<file path="config.mk">
export PLATFORM = sky130hd
export DESIGN_NAME = mem_stage
export DESIGN_NICKNAME = d
export VERILOG_FILES = /design/src/rtl/mem_stage_pkg.sv /design/src/rtl/mem_load_align.sv /design/src/rtl/mem_stage.sv
export SDC_FILE = /design/constraint.sdc
export NUM_CORES = 1
export LEC_CHECK = 0
export CAP_MARGIN = 5
export CORE_UTILIZATION = 33
export CTS_BUF_LIST = sky130_fd_sc_hd__clkbuf_16
export DETAILED_ROUTE_END_ITERATION = 8
export PLACE_DENSITY = 0.7
export SKIP_CTS_REPAIR_TIMING = 1
export SYNTH_ARGS = -nofsm -noshare
export SYNTH_HDL_FRONTEND = slang
export SYNTH_SLANG_ARGS = --single-unit
</file>
<file path="constraint.sdc">
create_clock -name clk -period 2.3 [get_ports clk]
set_input_delay 0.46 -clock clk [delete_from_list [all_inputs] [get_ports clk]]
set_output_delay 0.46 -clock clk [all_outputs]
set_load 0.02 [all_outputs]
</file>
<file path="src/rtl/mem_stage_pkg.sv">
// mem_stage_pkg
//   Shared definitions for the EXE/MEM/WB stages of the 5-stage core:
//   bundle widths, bit offsets of every field in the EXE->MEM and MEM->WB
//   bundles, the load-kind enum and the helper that decodes the ld_* flags.
//
//   EXE->MEM bundle (EXE_BUS_W bits, MSB first):
//     {res_from_mem, gr_we, dest[4:0], alu_result[31:0], pc[31:0],
//      ld_b, ld_bu, ld_h, ld_hu, ld_w}
//   MEM->WB bundle (WB_BUS_W bits, MSB first):
//     {gr_we, dest[4:0], final_result[31:0], pc[31:0]}
package mem_stage_pkg;

    localparam int EXE_BUS_W = 76;
    localparam int WB_BUS_W  = 70;

    // EXE->MEM field offsets (LSB of each field; single bits are indices)
    localparam int EXE_LD_LSB       = 0;
    localparam int EXE_PC_LSB       = 5;
    localparam int EXE_ALU_LSB      = 37;
    localparam int EXE_DEST_LSB     = 69;
    localparam int EXE_GR_WE        = 74;
    localparam int EXE_RES_FROM_MEM = 75;

    // MEM->WB field offsets
    localparam int WB_PC_LSB     = 0;
    localparam int WB_RESULT_LSB = 32;
    localparam int WB_DEST_LSB   = 64;
    localparam int WB_GR_WE      = 69;

    typedef enum logic [2:0] {
        LOAD_W,
        LOAD_B,
        LOAD_BU,
        LOAD_H,
        LOAD_HU
    } load_kind_t;

    // ld_flags = {ld_b, ld_bu, ld_h, ld_hu, ld_w}. A load that sets no
    // flag (or only ld_w) is a full-word load.
    function automatic load_kind_t decode_load(input logic [4:0] ld_flags);
        load_kind_t kind;
        casez (ld_flags)
            5'b1????: kind = LOAD_B;
            5'b01???: kind = LOAD_BU;
            5'b001??: kind = LOAD_H;
            5'b0001?: kind = LOAD_HU;
            default:  kind = LOAD_W;
        endcase
        return kind;
    endfunction

endpackage

</file>
<file path="src/rtl/mem_load_align.sv">
// mem_load_align
//   Purely combinational load-data aligner. Picks the byte/half/word out of
//   the SRAM read word according to the low address bits and sign- or
//   zero-extends it to 32 bits.
//   Ports:
//     rd        in  32  effective read word
//     off       in  2   alu_result[1:0] (byte offset within the word)
//     ld_flags  in  5   {ld_b, ld_bu, ld_h, ld_hu, ld_w}
//     load_data out 32  aligned, extended load result
module mem_load_align
    import mem_stage_pkg::*;
(
    input  logic [31:0] rd,
    input  logic [1:0]  off,
    input  logic [4:0]  ld_flags,
    output logic [31:0] load_data
);

    load_kind_t  kind;
    logic [7:0]  byte_sel;
    logic [15:0] half_sel;

    // Halfword selection uses only off[1]; off[0] is ignored and there is
    // no misalignment trap.
    always_comb begin
        kind = decode_load(ld_flags);
        case (off)
            2'd0:    byte_sel = rd[7:0];
            2'd1:    byte_sel = rd[15:8];
            2'd2:    byte_sel = rd[23:16];
            default: byte_sel = rd[31:24];
        endcase
        half_sel = off[1] ? rd[31:16] : rd[15:0];
        case (kind)
            LOAD_B:  load_data = {{24{byte_sel[7]}}, byte_sel};
            LOAD_BU: load_data = {24'd0, byte_sel};
            LOAD_H:  load_data = {{16{half_sel[15]}}, half_sel};
            LOAD_HU: load_data = {16'd0, half_sel};
            default: load_data = rd;
        endcase
    end

endmodule

</file>
<file path="src/rtl/mem_stage.sv">
// mem_stage
//   Memory-access stage of the 5-stage core, between EXE and WB. Latches the
//   EXE->MEM bundle, takes the load word from the synchronous data SRAM (read
//   issued by EXE one cycle earlier), aligns/extends it, selects load data or
//   ALU result, forwards dest/value to ID and hands the result bundle to WB.
//   Single-cycle stage: an instruction leaves the cycle after it arrives
//   unless WB back-pressures.
//   Ports:
//     clk, reset        clock; synchronous active-high reset
//     WB_allow          in   WB can accept this cycle
//     EXE_to_MEM_valid  in   EXE bundle valid
//     EXE_to_MEM_bus    in   76-bit EXE->MEM bundle
//     data_sram_rdata   in   SRAM read word for the instruction in MEM
//     MEM_allow         out  MEM can accept from EXE
//     MEM_to_WB_valid   out  bundle to WB valid
//     MEM_to_WB_bus     out  70-bit MEM->WB bundle
//     MEM_dest_bus      out  bypass destination (0 = no write)
//     MEM_value_bus     out  bypass value
//   Configuration macro: MEM_RDATA_BUF_EN adds a one-word buffer that keeps
//   the SRAM read word alive while WB stalls this stage.
module mem_stage
    import mem_stage_pkg::*;
(
    input  logic                 clk,
    input  logic                 reset,
    input  logic                 WB_allow,
    input  logic                 EXE_to_MEM_valid,
    input  logic [EXE_BUS_W-1:0] EXE_to_MEM_bus,
    input  logic [31:0]          data_sram_rdata,
    output logic                 MEM_allow,
    output logic                 MEM_to_WB_valid,
    output logic [WB_BUS_W-1:0]  MEM_to_WB_bus,
    output logic [4:0]           MEM_dest_bus,
    output logic [31:0]          MEM_value_bus
);

    localparam logic MEM_GO = 1'b1;

    logic                 mem_valid;
    logic [EXE_BUS_W-1:0] bundle_q;
    logic [31:0]          rd;
    logic [31:0]          load_data;
    logic [31:0]          final_result;
    logic                 res_from_mem;
    logic                 gr_we;
    logic [4:0]           dest;
    logic [31:0]          alu_result;
    logic [31:0]          pc;

    assign MEM_allow       = ~mem_valid | (MEM_GO & WB_allow);
    assign MEM_to_WB_valid = mem_valid & MEM_GO;

    // Stage valid bit advances only when this stage can accept.
    always_ff @(posedge clk) begin
        if (reset) begin
            mem_valid <= 1'b0;
        end else if (MEM_allow) begin
            mem_valid <= EXE_to_MEM_valid;
        end
    end

    // Bundle register loads on a real transfer only, so a bubble leaves the
    // previous contents (and hence the outputs) untouched.
    always_ff @(posedge clk) begin
        if (reset) begin
            bundle_q <= '0;
        end else if (EXE_to_MEM_valid & MEM_allow) begin
            bundle_q <= EXE_to_MEM_bus;
        end
    end

`ifdef MEM_RDATA_BUF_EN
    logic [31:0] rdata_buf;
    logic        rdata_buf_vld;

    // EXE moves its address on while MEM is stalled, so the SRAM word is
    // only right in MEM's first valid cycle; capture it then and replay it
    // until the instruction is handed to WB.
    always_ff @(posedge clk) begin
        if (reset) begin
            rdata_buf     <= '0;
            rdata_buf_vld <= 1'b0;
        end else if (mem_valid & WB_allow) begin
            rdata_buf_vld <= 1'b0;
        end else if (mem_valid & ~WB_allow & ~rdata_buf_vld) begin
            rdata_buf     <= data_sram_rdata;
            rdata_buf_vld <= 1'b1;
        end
    end

    assign rd = rdata_buf_vld ? rdata_buf : data_sram_rdata;
`else
    assign rd = data_sram_rdata;
`endif

    assign res_from_mem = bundle_q[EXE_RES_FROM_MEM];
    assign gr_we        = bundle_q[EXE_GR_WE];
    assign dest         = bundle_q[EXE_DEST_LSB +: 5];
    assign alu_result   = bundle_q[EXE_ALU_LSB +: 32];
    assign pc           = bundle_q[EXE_PC_LSB +: 32];

    mem_load_align u_load_align (
        .rd        (rd),
        .off       (alu_result[1:0]),
        .ld_flags  (bundle_q[EXE_LD_LSB +: 5]),
        .load_data (load_data)
    );

    assign final_result  = res_from_mem ? load_data : alu_result;
    assign MEM_value_bus = final_result;
    assign MEM_dest_bus  = (mem_valid & gr_we) ? dest : 5'd0;

    // Pack the MEM->WB bundle from the shared field offsets.
    always_comb begin
        MEM_to_WB_bus                         = '0;
        MEM_to_WB_bus[WB_GR_WE]               = gr_we;
        MEM_to_WB_bus[WB_DEST_LSB +: 5]       = dest;
        MEM_to_WB_bus[WB_RESULT_LSB +: 32]    = final_result;
        MEM_to_WB_bus[WB_PC_LSB +: 32]        = pc;
    end

endmodule
</file>
Word level (Yosys, flattened, before mapping)
Cells that the tools add are included.
W data, S select, Z words.
{"block": "word_totals", "register_bits": 77, "in_bits": 112, "output_inout_bits": 109, "elab_cells": 22}
{"block": "op_classes", "eq_ne": 9, "muxes": 6, "bitwise": 4, "n_reduce_logical": 1}
{"op": "$pmux W32 S4", "n": 1}
{"op": "$mux W32", "n": 1}
{"op": "$pmux W8 S3", "n": 1}
{"op": "$mux W16", "n": 1}
{"op": "$pmux W3 S4", "n": 1}
{"op": "$eq A3 B1 Y1 const B", "n": 2}
{"op": "$eq A3 B2 Y1 const B", "n": 2}
{"op": "$mux W5", "n": 1}
{"op": "$eq A2 B1 Y1 const B", "n": 2}
{"op": "$eq A4 B1 Y1 const B", "n": 1}
{"op": "$eq A3 B3 Y1 const B", "n": 1}
{"op": "$and A1 B1 Y1", "n": 2}
{"op": "$eq A2 B2 Y1 const B", "n": 1}
{"op": "$logic_not A2 Y1", "n": 1}
{"op": "$not A1 Y1", "n": 1}
{"op": "$or A1 B1 Y1", "n": 1}

Longest topological paths before layout
{"block": "logic_depth", "ltp_word": 5, "ltp_mapped": 7, "mapped_depth_nobuf": 4}

Cells and area by module
A second synthesis with hierarchy kept.
{"block": "hier_totals", "hier_cells": 570, "hier_area_um2": 5173.7}
{"mod": "mem_stage", "n_inst": 1, "cells_each": 462, "area_per_inst_um2": 4309.1, "seq_area_each_um2": 1541.5}
{"mod": "mem_load_align", "n_inst": 1, "cells_each": 108, "area_per_inst_um2": 864.6, "seq_area_each_um2": 0.0}

Worst setup path before layout
OpenSTA, ideal clock, no wires.
{"block": "synth_path", "path_kind": "flip-flop to output port", "from": "register bundle_q[4]", "to": "output MEM_value_bus[11]", "arrival_ns": 1.947, "t_required_ns": 1.840, "setup_slack_ns": -0.107, "stages_incl_launch_ff": 8, "n_path_buf": 3, "path_cell_list": "dfxtp_1 -> buf_2 -> nor2_1 -> nand2_1 -> buf_1 -> nor2_1 -> a221oi_1 -> buf_4"}
{"block": "synth_between", "elab_chain_cells": 5, "word_cells_on_any_way": 10, "classes_between": "7 x eq/ne; 3 x mux"}
{"item": "start, declared", "line": "mem_stage.sv:40", "rtl": "logic [EXE_BUS_W-1:0] bundle_q;"}
{"item": "start signal, assigned", "line": "mem_stage.sv:68", "rtl": "bundle_q <= EXE_to_MEM_bus;"}
{"item": "$eq A4 B1 Y1 (tied with other cells)", "line": "mem_stage_pkg.sv:42", "rtl": "casez (ld_flags)"}
{"item": "$pmux W3 S4 *", "line": "mem_stage_pkg.sv:42"}
{"item": "$eq A3 B3 Y1 (tied with other cells)", "line": "mem_load_align.sv:34", "rtl": "case (kind)"}
{"item": "$pmux W32 S4 *", "line": "mem_load_align.sv:34"}
{"item": "$mux W32 *", "line": "mem_stage.sv:109", "rtl": "assign final_result = res_from_mem ? load_data : alu_result;"}
{"item": "end, declared", "line": "mem_stage.sv:34", "rtl": "output logic [31:0] MEM_value_bus"}
Every way passes the cells marked *; elsewhere a longest branch is shown, timed or not.

Final worst setup path
{"block": "layout_path", "from": "register bundle_q[38]", "to": "output MEM_value_bus[15]"}
{"block": "layout_between", "elab_chain_cells": 4, "word_cells_on_any_way": 7, "classes_between": "2 x eq/ne; 4 x mux; 1 x reduce/logical"}
{"item": "$eq A2 B2 Y1 (tied with other cells)", "line": "mem_load_align.sv:27", "rtl": "case (off)"}
{"item": "$pmux W8 S3", "line": "mem_load_align.sv:27"}
{"item": "$pmux W32 S4 *", "line": "mem_load_align.sv:34"}
{"item": "$mux W32 *", "line": "mem_stage.sv:109"}
Marked as above.

==> run summary <==
The number of synthesized register bits was 76; the power per unit of standard cell area was 656.8 mW/mm². The logs give -0.8494 ns for the placement-stage worst setup slack and 0 for the number of max-capacitance violations reported. Library cell with the highest instance count after synthesis: sky130_fd_sc_hd__nand2_1.

The final worst-path setup slack is -0.1887 ns, and the post-route DRC violation count is 15. The compound-gate portion of the synthesized area is 0.1853. The top-area cell type share of the netlist area was 0.3794; the minimum period implied by the final worst setup slack was 2.489 ns.

The XOR/XNOR share of the synthesized area works out to 0. TritonCTS built the clock tree. The total of warnings raised by yosys came out at 0. The floorplan has 39 rows. The violation count after the first detailed-routing iteration was 311; the maximum vdd ir drop was 0.5654 mV. The fraction of final layout cells sized beyond drive strength 1 was 0.2706. The number of antenna diodes in the final layout is 0.

The met2 routing resource usage after global routing was 0.3553; the final max-slew violation count was 0. Detailed routing inserted a total of 4285 vias. The tools report the worst slew margin relative to its limit as 0.6327.

The tools report the number of sinks handled by clock tree synthesis as 76. After clock tree synthesis, the clock-pin slew on the worst setup and hold paths is 0.06 ns. The remaining antenna violation count came out at 0. By area the synthesized netlist is led by sky130_fd_sc_hd__dfxtp_1 38%, sky130_fd_sc_hd__nand2_1 17%, sky130_fd_sc_hd__buf_4 13%. Share of flip-flops with an asynchronous set or reset after synthesis: 0. At the pin with the least slew margin, the transition time is 0.5509 ns. From synthesis to final layout, the design area changed by 72.73%.

The checks that failed: DRC, setup timing. Final worst-path cycle share: 1.082. In this run the horizontal extent of the chip is 112.2 µm. After synthesis, the mean cell area works out to 7.187 µm².

The number of buffers between clock root and the deepest sink was 2. Number of global-route vias before repair: 4109. Launching element type of the critical path: a flip-flop. Traced cell by cell, the critical path runs through mux2_4 -> a31o_4 -> a311oi_4 -> buf_6 -> a221oi_2 -> buf_2. The maximum net fanout on the critical path was 8; the vertical extent of the die was 112.2 µm. Setup repair after global routing could not meet its margin everywhere. Routability-driven placement finished with a final weighted congestion of 0.8848. The netlist area before placement is 0.004010 mm², and the post-detailed-route via-to-cell ratio is 4.858. Among all stages on the critical path, the largest delay is contributed by sky130_fd_sc_hd__dfxtp_4.

During placement, the flow inserted port buffers numbering 219. The area share of and/or/nand/nor cells after synthesis was 0.2262; the total routing usage reported by global routing was 0.2021. The logs give 9.963 mm for the detailed placement HPWL and 7 for the first-pass iteration count of the detailed router. The critical path start-end classification is flip-flop to primary output.

The run gives 56 as the setup-violating endpoint count in the final report. The standard cell area after detailed placement is 0.006131 mm². Global-route layer with the greatest usage: met2. The logs give 0.05130 for the global routing usage on met3 and 28 for the count of distinct cell types in the synthesized netlist. Sorting the synthesized cells by how often they occur yields 178 x sky130_fd_sc_hd__nand2_1, 94 x sky130_fd_sc_hd__a21oi_1, 76 x sky130_fd_sc_hd__dfxtp_1, 71 x sky130_fd_sc_hd__buf_4, 35 x sky130_fd_sc_hd__nor2_1.

The post-synthesis adder-cell area fraction was 0. Final sum of negative setup slack: -8.735 ns. The logs give 0 for the initial antenna violation count and 670 for the net count of the mapped netlist. The tools report the number of hold-slack violations in the final timing report as 0. The tree is rooted in a sky130_fd_sc_hd__clkbuf_16. The logs give 1.84 ns for the required arrival time at the worst endpoint and 0.2444 for the routing usage on met1. The cell accounting for the most synthesized area is sky130_fd_sc_hd__dfxtp_1. Entering global routing, the biggest net connects 76 pins. Once layout is complete, the cells apart from fillers number 882. The tightest hold path in the finished design has a slack of 0.4529 ns. The overall power after layout is 4.550 mW, and the leakage power is 2.843 nW.

The path type of the worst min-delay path is flip-flop to flip-flop. The run finished, with violations left. The layout has 1049 filler cells.

The initial core utilization was 0.3453; the total number of H-tree levels was 3. By area, the combinational part of the netlist is dominated by simple AND/OR/NAND/NOR gates. The tools report the clock tree skew after final layout as 0.005218 ns. For the worst-skew pair, the clock arrives at the later sink with an insertion delay of 0.34 ns. The arrival time at the worst endpoint was 2.03 ns; the first-pass GRT wire length was 20.27 mm. For the area of the core, the log shows 0.01161 mm².

The most used flip-flop cell after synthesis is sky130_fd_sc_hd__dfxtp_1. The share of synthesized area spent on multiplexers is 0.03651, and the total congestion overflow after global routing is 0. In this design, the stage delay of the slowest critical-path cell is 0.36 ns. For the final-stage net count, the log shows 846. For the share of the yosys chip area belonging to registers, the log shows 0.3794. In this run, CTS created clock tree buffers numbering 9.

Share of the core filled with cells: 0.5964. The tools report the I/O pin count as 221. Synthesis produced a netlist whose cell count is 558. Derived from the worst setup path, the maximum achievable clock frequency is 401.8 MHz. The area enclosed by the die boundary is 0.01260 mm². In the final routed layout, each cell accounts on average for 15.58 µm.

Final design area excluding fillers: 0.006927 mm². The number of synthesized flops with an enable pin is 0, and the sum of routed wire length over all layers is 13.74 mm. The tools report the endpoint type of the worst setup path as a primary output.

In this run, placement finished with an instance count of 859.
[critical path: cells and delay by family (launching register included)]
family	cells	cell delay, ns
AO/OA/AOI/OAI	3	0.62
buffers and inverters	2	0.39
multiplexers	1	0.32
flip-flops	1	0.36
[sequential cells by signal, indices dropped and copies added, names as in the netlist]
name and cells:
bundle_q 75, MEM_to_WB_valid 1
[routing by layer]
layer | vias up | wire, µm
met2 | 149 | 6965
met3 | 17 | 1010
met4 | 0 | 197
met5 | - | 0
met1 | 1997 | 5567
li1 | 2122 | -
[power by group]
part           total [mW]  switching, mW  internal, mW  leakage [nW]
clock network        1.76          0.581          1.18         0.177
logic                1.34          0.686         0.658          2.04
registers            1.45         0.0517          1.39         0.627
[final timing paths]
check | endpoint | slack, ns | start | cells past startpoint
setup / recovery | MEM_value_bus[15] | -0.19 | bundle_q[38]$_SDFFE_PP0P_ | 6
setup reg to reg | bundle_q[50]$_SDFFE_PP0P_ | 0.83 | MEM_to_WB_valid$_SDFFE_PP0N_ | 6
hold / removal | bundle_q[51]$_SDFFE_PP0P_ | 0.45 | bundle_q[51]$_SDFFE_PP0P_ | 2
hold reg to reg | bundle_q[51]$_SDFFE_PP0P_ | 0.45 | bundle_q[51]$_SDFFE_PP0P_ | 2
[cells in the final DEF, fill, tap and decap left out, types with 5 or more instances in the layout]
cell type / synthesis / layout
sky130_fd_sc_hd__a21oi_4: 0 / 16
sky130_fd_sc_hd__and3_1: 5 / 5
sky130_fd_sc_hd__nor2_1: 35 / 35
sky130_fd_sc_hd__clkbuf_2: 0 / 5
sky130_fd_sc_hd__a221oi_2: 0 / 7
sky130_fd_sc_hd__buf_6: 0 / 38
sky130_fd_sc_hd__a21oi_1: 94 / 77
sky130_fd_sc_hd__buf_4: 71 / 56
sky130_fd_sc_hd__nand2b_1: 7 / 7
sky130_fd_sc_hd__clkdlybuf4s50_1: 0 / 150
sky130_fd_sc_hd__clkbuf_16: 0 / 9
sky130_fd_sc_hd__mux2_4: 1 / 6
sky130_fd_sc_hd__nand2_1: 178 / 176
sky130_fd_sc_hd__a31oi_2: 0 / 6
sky130_fd_sc_hd__buf_12: 0 / 7
sky130_fd_sc_hd__o22ai_2: 0 / 11
sky130_fd_sc_hd__dfxtp_1: 76 / 73
sky130_fd_sc_hd__buf_2: 7 / 11
[final cells by class]
class / instances / area, µm² / share of cell area
Multi-Input combinational cell: 371 / 2200 / 0.3176
Sequential cell: 76 / 1528 / 0.2206
Clock buffer: 9 / 225.2 / 0.03251
Inverter: 4 / 15.01 / 0.002168
Tap cell: 143 / 178.9 / 0.02583
Clock inverter: 7 / 145.1 / 0.02095
Timing Repair Buffer: 272 / 2635 / 0.3804
[cells by family after synthesis]
group,after synthesis
simple gates,228
flops,76
compound gates,130
buf+inv,111
mux,13
Note: power is estimated with default switching activity, not from simulation.
